===== config.mk =====
export PLATFORM = sky130hd
export DESIGN_NAME = pwm_timer_bank
export DESIGN_NICKNAME = d
export VERILOG_FILES = /design/src/rtl/pwm_timer_pkg.sv /design/src/rtl/pwm_channel.sv /design/src/rtl/pwm_timer_bank.sv
export SDC_FILE = /design/constraint.sdc
export NUM_CORES = 1
export LEC_CHECK = 0
export CAP_MARGIN = 5
export CELL_PAD_IN_SITES_DETAIL_PLACEMENT = 1
export CELL_PAD_IN_SITES_GLOBAL_PLACEMENT = 1
export CORE_UTILIZATION = 55
export CTS_BUF_LIST = sky130_fd_sc_hd__clkbuf_4 sky130_fd_sc_hd__clkbuf_8 sky130_fd_sc_hd__clkbuf_16
export CTS_CLUSTER_SIZE = 8
export DETAILED_ROUTE_END_ITERATION = 8
export GPL_ROUTABILITY_DRIVEN = 0
export PLACE_DENSITY = 0.95
export SLEW_MARGIN = 20
export SYNTH_ARGS = -nofsm -noshare
export SYNTH_HDL_FRONTEND = slang
export SYNTH_SLANG_ARGS = --single-unit

===== constraint.sdc =====
create_clock -name clk -period 30.4 [get_ports clk]
set_input_delay 3.04 -clock clk [delete_from_list [all_inputs] [get_ports clk]]
set_output_delay 3.04 -clock clk [all_outputs]
set_load 0.005 [all_outputs]

===== src/rtl/pwm_timer_pkg.sv =====
// Shared definitions for the PWM timer bank: write-select codes, ctrl bit positions
// and the channel-index width helper.
package pwm_timer_pkg;

    typedef enum logic [1:0] {
        WR_SEL_PERIOD = 2'd0,
        WR_SEL_HOLD   = 2'd1,
        WR_SEL_CTRL   = 2'd2,
        WR_SEL_NONE   = 2'd3
    } wr_sel_e;

    localparam int unsigned CTRL_EN_BIT  = 0;
    localparam int unsigned CTRL_POL_BIT = 1;

    function automatic int unsigned chan_w(input int unsigned num_ch);
        int unsigned w;
        w = 1;
        if (num_ch > 2) begin
            w = $clog2(num_ch);
        end
        return w;
    endfunction

endpackage


===== src/rtl/pwm_channel.sv =====
// One PWM channel: pending/active period and hold, enable/polarity, tick counter,
// registered pwm level and wrap pulse.
module pwm_channel
    import pwm_timer_pkg::*;
#(
    parameter int unsigned CNT_W      = 16,
    parameter int unsigned DEF_PERIOD = 40000,
    parameter int unsigned DEF_HOLD   = 6000,
    parameter bit          DEF_EN     = 1'b1,
    parameter bit          DEF_POL    = 1'b1
) (
    input  logic             clk_i,
    input  logic             rst_i,
    input  logic             tick_i,
    input  logic             wr_en_i,
    input  logic [1:0]       wr_sel_i,
    input  logic [CNT_W-1:0] wr_data_i,
    output logic             pwm_o,
    output logic             wrap_o
);

    localparam logic [CNT_W-1:0] DEF_PER_V  = CNT_W'(DEF_PERIOD);
    localparam logic [CNT_W-1:0] DEF_HOLD_V = CNT_W'(DEF_HOLD);
    localparam logic [CNT_W-1:0] CNT_ONE    = CNT_W'(1);

    logic [CNT_W-1:0] per_pend_q, per_pend_d;
    logic [CNT_W-1:0] hold_pend_q, hold_pend_d;
    logic [CNT_W-1:0] per_q, per_d;
    logic [CNT_W-1:0] hold_q, hold_d;
    logic [CNT_W-1:0] cnt_q, cnt_d;
    logic             en_q, en_d;
    logic             pol_q, pol_d;
    logic             pwm_q, pwm_d;
    logic             wrap_q, wrap_d;
    logic [CNT_W-1:0] per_last;
    logic             wrap_ev;

    always_comb begin
        per_pend_d  = per_pend_q;
        hold_pend_d = hold_pend_q;
        per_d       = per_q;
        hold_d      = hold_q;
        en_d        = en_q;
        pol_d       = pol_q;
        cnt_d       = cnt_q;

        // period 0 behaves as period 1
        per_last = (per_q == '0) ? '0 : per_q - CNT_ONE;
        wrap_ev  = tick_i && en_q && (cnt_q >= per_last);

        if (wr_en_i) begin
            case (wr_sel_e'(wr_sel_i))
                WR_SEL_PERIOD: per_pend_d  = wr_data_i;
                WR_SEL_HOLD:   hold_pend_d = wr_data_i;
                WR_SEL_CTRL: begin
                    en_d  = wr_data_i[CTRL_EN_BIT];
                    pol_d = wr_data_i[CTRL_POL_BIT];
                end
                default: ;
            endcase
        end

        // Active copies read the pending registers as they were before this clk's write.
        if (wrap_ev || !en_q) begin
            per_d  = per_pend_q;
            hold_d = hold_pend_q;
        end

        if (!en_q) begin
            cnt_d = '0;
        end else if (tick_i) begin
            cnt_d = wrap_ev ? '0 : cnt_q + CNT_ONE;
        end

        pwm_d  = (en_q && (cnt_q < hold_q)) ? pol_q : ~pol_q;
        wrap_d = wrap_ev;
    end

    always_ff @(posedge clk_i or posedge rst_i) begin
        if (rst_i) begin
            per_pend_q  <= DEF_PER_V;
            hold_pend_q <= DEF_HOLD_V;
            per_q       <= DEF_PER_V;
            hold_q      <= DEF_HOLD_V;
            en_q        <= DEF_EN;
            pol_q       <= DEF_POL;
            cnt_q       <= '0;
            pwm_q       <= ~DEF_POL;
            wrap_q      <= 1'b0;
        end else begin
            per_pend_q  <= per_pend_d;
            hold_pend_q <= hold_pend_d;
            per_q       <= per_d;
            hold_q      <= hold_d;
            en_q        <= en_d;
            pol_q       <= pol_d;
            cnt_q       <= cnt_d;
            pwm_q       <= pwm_d;
            wrap_q      <= wrap_d;
        end
    end

    assign pwm_o  = pwm_q;
    assign wrap_o = wrap_q;

endmodule


===== src/rtl/pwm_timer_bank.sv =====
// Multi-channel PWM timer bank: shared tick prescaler, write-address decode and
// NUM_CH independent pwm_channel instances.
module pwm_timer_bank
    import pwm_timer_pkg::*;
#(
    parameter int unsigned PRESCALE_TICKS = 600,
    parameter int unsigned NUM_CH         = 4,
    parameter int unsigned CNT_W          = 16,
    parameter int unsigned DEF_PERIOD     = 40000,
    parameter int unsigned DEF_HOLD       = 6000,
    parameter bit          DEF_EN         = 1'b1,
    parameter bit          DEF_POL        = 1'b1,
    localparam int unsigned CH_W          = chan_w(NUM_CH)
) (
    input  logic              clk,
    input  logic              reset,
    input  logic              wr_en,
    input  logic [CH_W-1:0]   wr_ch,
    input  logic [1:0]        wr_sel,
    input  logic [CNT_W-1:0]  wr_data,
    output logic              tick,
    output logic [NUM_CH-1:0] pwm,
    output logic [NUM_CH-1:0] wrap
);

    localparam int unsigned     PS_W    = $clog2(PRESCALE_TICKS);
    localparam logic [PS_W-1:0] PS_LAST = PS_W'(PRESCALE_TICKS - 1);
    localparam logic [PS_W-1:0] PS_ONE  = PS_W'(1);

    logic [PS_W-1:0] ps_q, ps_d;

    always_comb begin
        tick = (ps_q == PS_LAST);
        ps_d = tick ? '0 : ps_q + PS_ONE;
    end

    always_ff @(posedge clk or posedge reset) begin
        if (reset) begin
            ps_q <= '0;
        end else begin
            ps_q <= ps_d;
        end
    end

    for (genvar i = 0; i < NUM_CH; i++) begin : g_ch
        pwm_channel #(
            .CNT_W      (CNT_W),
            .DEF_PERIOD (DEF_PERIOD),
            .DEF_HOLD   (DEF_HOLD),
            .DEF_EN     (DEF_EN),
            .DEF_POL    (DEF_POL)
        ) u_ch (
            .clk_i     (clk),
            .rst_i     (reset),
            .tick_i    (tick),
            .wr_en_i   (wr_en && (wr_ch == CH_W'(i))),
            .wr_sel_i  (wr_sel),
            .wr_data_i (wr_data),
            .pwm_o     (pwm[i]),
            .wrap_o    (wrap[i])
        );
    end

endmodule


==> impl_metrics.toml <==
[outcome]
run_status = "finished clean"

[logic_synthesis]
syn_area_per_cell_um2 = 11.3
synth.cell_area_um2 = 18600
number_of_synthesized_flops_with_an_enable_pin = 0
postSynthCellCount = 1651
synthDistinctLibCells = 67
synthesis.nets = 1811
number_of_warnings_reported_in_the_yosys_synthesis_log = 0
yosys_register_bits = 346
synth_top_area_frac = 0.326
yosysSeqAreaShare = 0.473
synthArstFlopShare = 1.00
netlist_top_cells_area = "sky130_fd_sc_hd__dfrtp_1 33%, sky130_fd_sc_hd__mux2_2 16%, sky130_fd_sc_hd__dfstp_2 15%, sky130_fd_sc_hd__ha_1 9.2%, sky130_fd_sc_hd__nand2_1 3.0%"
synth_largest_area_cell = "sky130_fd_sc_hd__dfrtp_1"
postSynth.topFlopCell = "sky130_fd_sc_hd__dfrtp_1"

[die]
rows = 66
chipHeight_um = 186
ioPinCount = 32
design.die.area_um2 = 34500
chipWidth_um = 186
initial_utilization = 0.565
coreArea_um2 = 32900

[critical_path]
timing.critical_path.buf_inv = 1
crit_required_ns = 30.86
crit_path_top_delay_cell = "sky130_fd_sc_hd__nor4_1"
critical_path.max_fanout = 29
path_class = "flip-flop to flip-flop"
critPathMostFrequentCell = "sky130_fd_sc_hd__a21oi_1"
cpPeakStageDelay_ns = 0.70
start_kind = "flip-flop"
worstPathCellList = "nor4_1, nand4b_1, or3_1, or3b_1, nand2_1, ha_1, a21oi_1, o21ai_0, a21oi_1, o21a_1, o21ai_4, buf_4, mux2_2"
worstPathArrival_ns = 6.15
timing.critical_path.to_type = "flip-flop"
critical_path.top_delay_family = "simple AND/OR/NAND/NOR gates"

[clock_tree]
cts.repair_timing.setup_buffer_count = 0
ctsResizeCount = 0
clock_sinks = 346
clock-root-buffer = "sky130_fd_sc_hd__clkbuf_16"
clock_path_buffers = 3
numCtsBuffers = 49
maximum_level_of_the_cts_h_tree = 2
tritoncts = "yes"
hold_buffers = 0
clk_pin_slew_ns = 0.05
clock_insertion_delay_at_the_later_pin_of_the_skew_report_ns = 0.59

[cells_and_area]
most-common-layout-cells = "264 x sky130_fd_sc_hd__mux2_2, 242 x sky130_fd_sc_hd__dfrtp_1, 148 x sky130_fd_sc_hd__nand2_1, 137 x sky130_fd_sc_hd__ha_1, 104 x sky130_fd_sc_hd__dfstp_2"
mostFrequentLayoutCell = "sky130_fd_sc_hd__mux2_2"
synthToLayoutAreaGrowth_pct = 12.1
layout.nets = 1843
drive_gt1_frac = 0.289
seqCellArea_um2 = 8790
post_route_utilization = 0.634
fillers = 3312
multi_input_area_um2 = 9160

[global_routing]
grt_antenna_before_repair = 4
groute.usage.overall = 0.417
global_route.overflow_total = 0
grt_pass1_vias = 16800
pin_count_of_the_biggest_net_entering_global_routing = 131
grt_first_pass_wirelength_um = 105000

[sta]
report.final.setup_viol = 0
min_period_ns = 5.68
max_clock_freq_ghz = 0.176
final_period_utilization = 0.187
worst_relative_slew_slack = 0.238
worst_pin_slew_ns = 1.14
setup_tns_after_final_layout_ns = 0
timing_max_transition_violations_final = 0
grt_setup_unrepaired = "no"
worst_hold_check_slack_ns = 0.508
worst_clock_skew_ns = 0.0289
final-hold-violation-count = 0

[route]
drt_iter0_markers = 1369
routed_wirelength_um = 73500
wl_met3_um = 6760
routed-wl-met2_um = 34600
detail_route.wl_per_cell_um = 33.9
drtPass1Iterations = 8
drc = 0
route.top_layer_used = "met5"
vias_per_cell = 7.03
vias = 15300
ant_nets = 0
detail_route.wirelength.met1_um = 25300

[min_path]
timing.hold.worst.class = "flip-flop to flip-flop"

[power]
power_density_nw_per_um2 = 88.8
p_leak_nw = 9.39
p_total_mw = 1.85
vdd.ir_drop.worst_v = 0.0000743

[placement]
io_buffer_count = 31
post-dp-hpwl_um = 37700

[job]
drv_cap = 0
[routing by layer]
layer / vias to the layer above / track usage
met1: 7650 / 0.463
met5: - / 0.00148
li1: 5904 / -
met3: 526 / 0.0933
met2: 1173 / 0.683
met4: 2 / 0.350
[flip-flops by register name, indices dropped and copies added, names as in the netlist]
| name | count |
|---|---|
| g_ch.u_ch.hold_pend_q | 64 |
| g_ch.u_ch.cnt_q | 64 |
| g_ch.u_ch.per_q | 64 |
| g_ch.u_ch.per_pend_q | 64 |
| g_ch.u_ch.pol_q | 4 |
| g_ch.u_ch.pwm_o | 4 |
| g_ch.u_ch.hold_q | 64 |
| g_ch.u_ch.en_q | 4 |
| g_ch.u_ch.wrap_o | 4 |
| ps_q | 10 |
[power by group]
part	switching, mW	internal (mW)	total (mW)
clock	0.237	0.348	0.585
sequential	0.133	0.608	0.740
combinational	0.307	0.217	0.524
[cell type report]
type                            count  share of cell area
Inverter                           81              0.0150
Clock buffer                       90              0.0753
Clock inverter                      2            0.000841
Timing Repair Buffer               43              0.0202
Multi-Input combinational cell   1162               0.440
Antenna cell                        3            0.000360
Tap cell                          442              0.0265
Sequential cell                   346               0.422
[path summary, 6_finish.rpt]
| kind | from | endpoint | slack (ns) | cells past startpoint |
|---|---|---|---|---|
| worst max-delay path | g_ch[2].u_ch.per_q[5] | g_ch[2].u_ch.per_q[13] | 24.72 | 13 |
| min in group asynchronous | reset | g_ch[0].u_ch.cnt_q[10] | 3.01 | 2 |
| worst min-delay path | g_ch[3].u_ch.hold_pend_q[1] | g_ch[3].u_ch.hold_q[1] | 0.51 | 1 |
| worst min register to register | g_ch[3].u_ch.hold_pend_q[1] | g_ch[3].u_ch.hold_q[1] | 0.51 | 1 |
| max in group asynchronous | reset | g_ch[2].u_ch.per_q[3] | 24.83 | 4 |
| worst max register to register | g_ch[2].u_ch.per_q[5] | g_ch[2].u_ch.per_q[13] | 24.72 | 13 |
[stage by stage]
stage / cell area [µm²] / setup slack [ns] / instances
floorplan: 18600 / 17.94 / 1651
detailed placement: 19200 / 24.17 / 2073
finish: 20800 / 24.72 / 2169
CTS: 20800 / 24.66 / 2165
global placement: 19200 / 24.32 / 2073
global route: 20800 / 24.46 / 2167
[cells by family after synthesis]
family,share of synthesized area
XOR/XNOR,0.0415
multiplexers,0.161
buffers and inverters,0.0350
AO/OA/AOI/OAI,0.0630
flip-flops,0.473
AND/OR/NAND/NOR,0.134
adder cells (fa/ha/maj),0.0922
[cell usage after synthesis, types with 10 or more instances]
master and number:
sky130_fd_sc_hd__and3_1 17, sky130_fd_sc_hd__a21oi_1 54, sky130_fd_sc_hd__nand4_1 33, sky130_fd_sc_hd__xor2_1 61, sky130_fd_sc_hd__nor3_1 20, sky130_fd_sc_hd__buf_4 15
sky130_fd_sc_hd__mux2_2 264, sky130_fd_sc_hd__nor4_1 23, sky130_fd_sc_hd__nor2_1 93, sky130_fd_sc_hd__xnor2_1 27, sky130_fd_sc_hd__clkbuf_1 29, sky130_fd_sc_hd__ha_1 137
sky130_fd_sc_hd__buf_2 10, sky130_fd_sc_hd__dfrtp_1 242, sky130_fd_sc_hd__o21ai_0 42, sky130_fd_sc_hd__dfstp_2 104, sky130_fd_sc_hd__inv_1 80, sky130_fd_sc_hd__nand3_1 56
sky130_fd_sc_hd__nand2_1 148, sky130_fd_sc_hd__nor3b_1 11, sky130_fd_sc_hd__nand2b_1 19, sky130_fd_sc_hd__or3_1 16
[worst register-to-register path: stages (launching register included)]
cell	delay, ns
sky130_fd_sc_hd__dfrtp_1	0.44
sky130_fd_sc_hd__nor4_1	0.70
sky130_fd_sc_hd__nand4b_1	0.36
sky130_fd_sc_hd__or3_1	0.48
sky130_fd_sc_hd__or3b_1	0.61
sky130_fd_sc_hd__nand2_1	0.16
sky130_fd_sc_hd__ha_1	0.20
sky130_fd_sc_hd__a21oi_1	0.11
sky130_fd_sc_hd__o21ai_0	0.61
sky130_fd_sc_hd__a21oi_1	0.13
sky130_fd_sc_hd__o21a_1	0.35
sky130_fd_sc_hd__o21ai_4	0.49
sky130_fd_sc_hd__buf_4	0.48
sky130_fd_sc_hd__mux2_2	0.43
No activity file was read; power rests on OpenSTA's default activity.
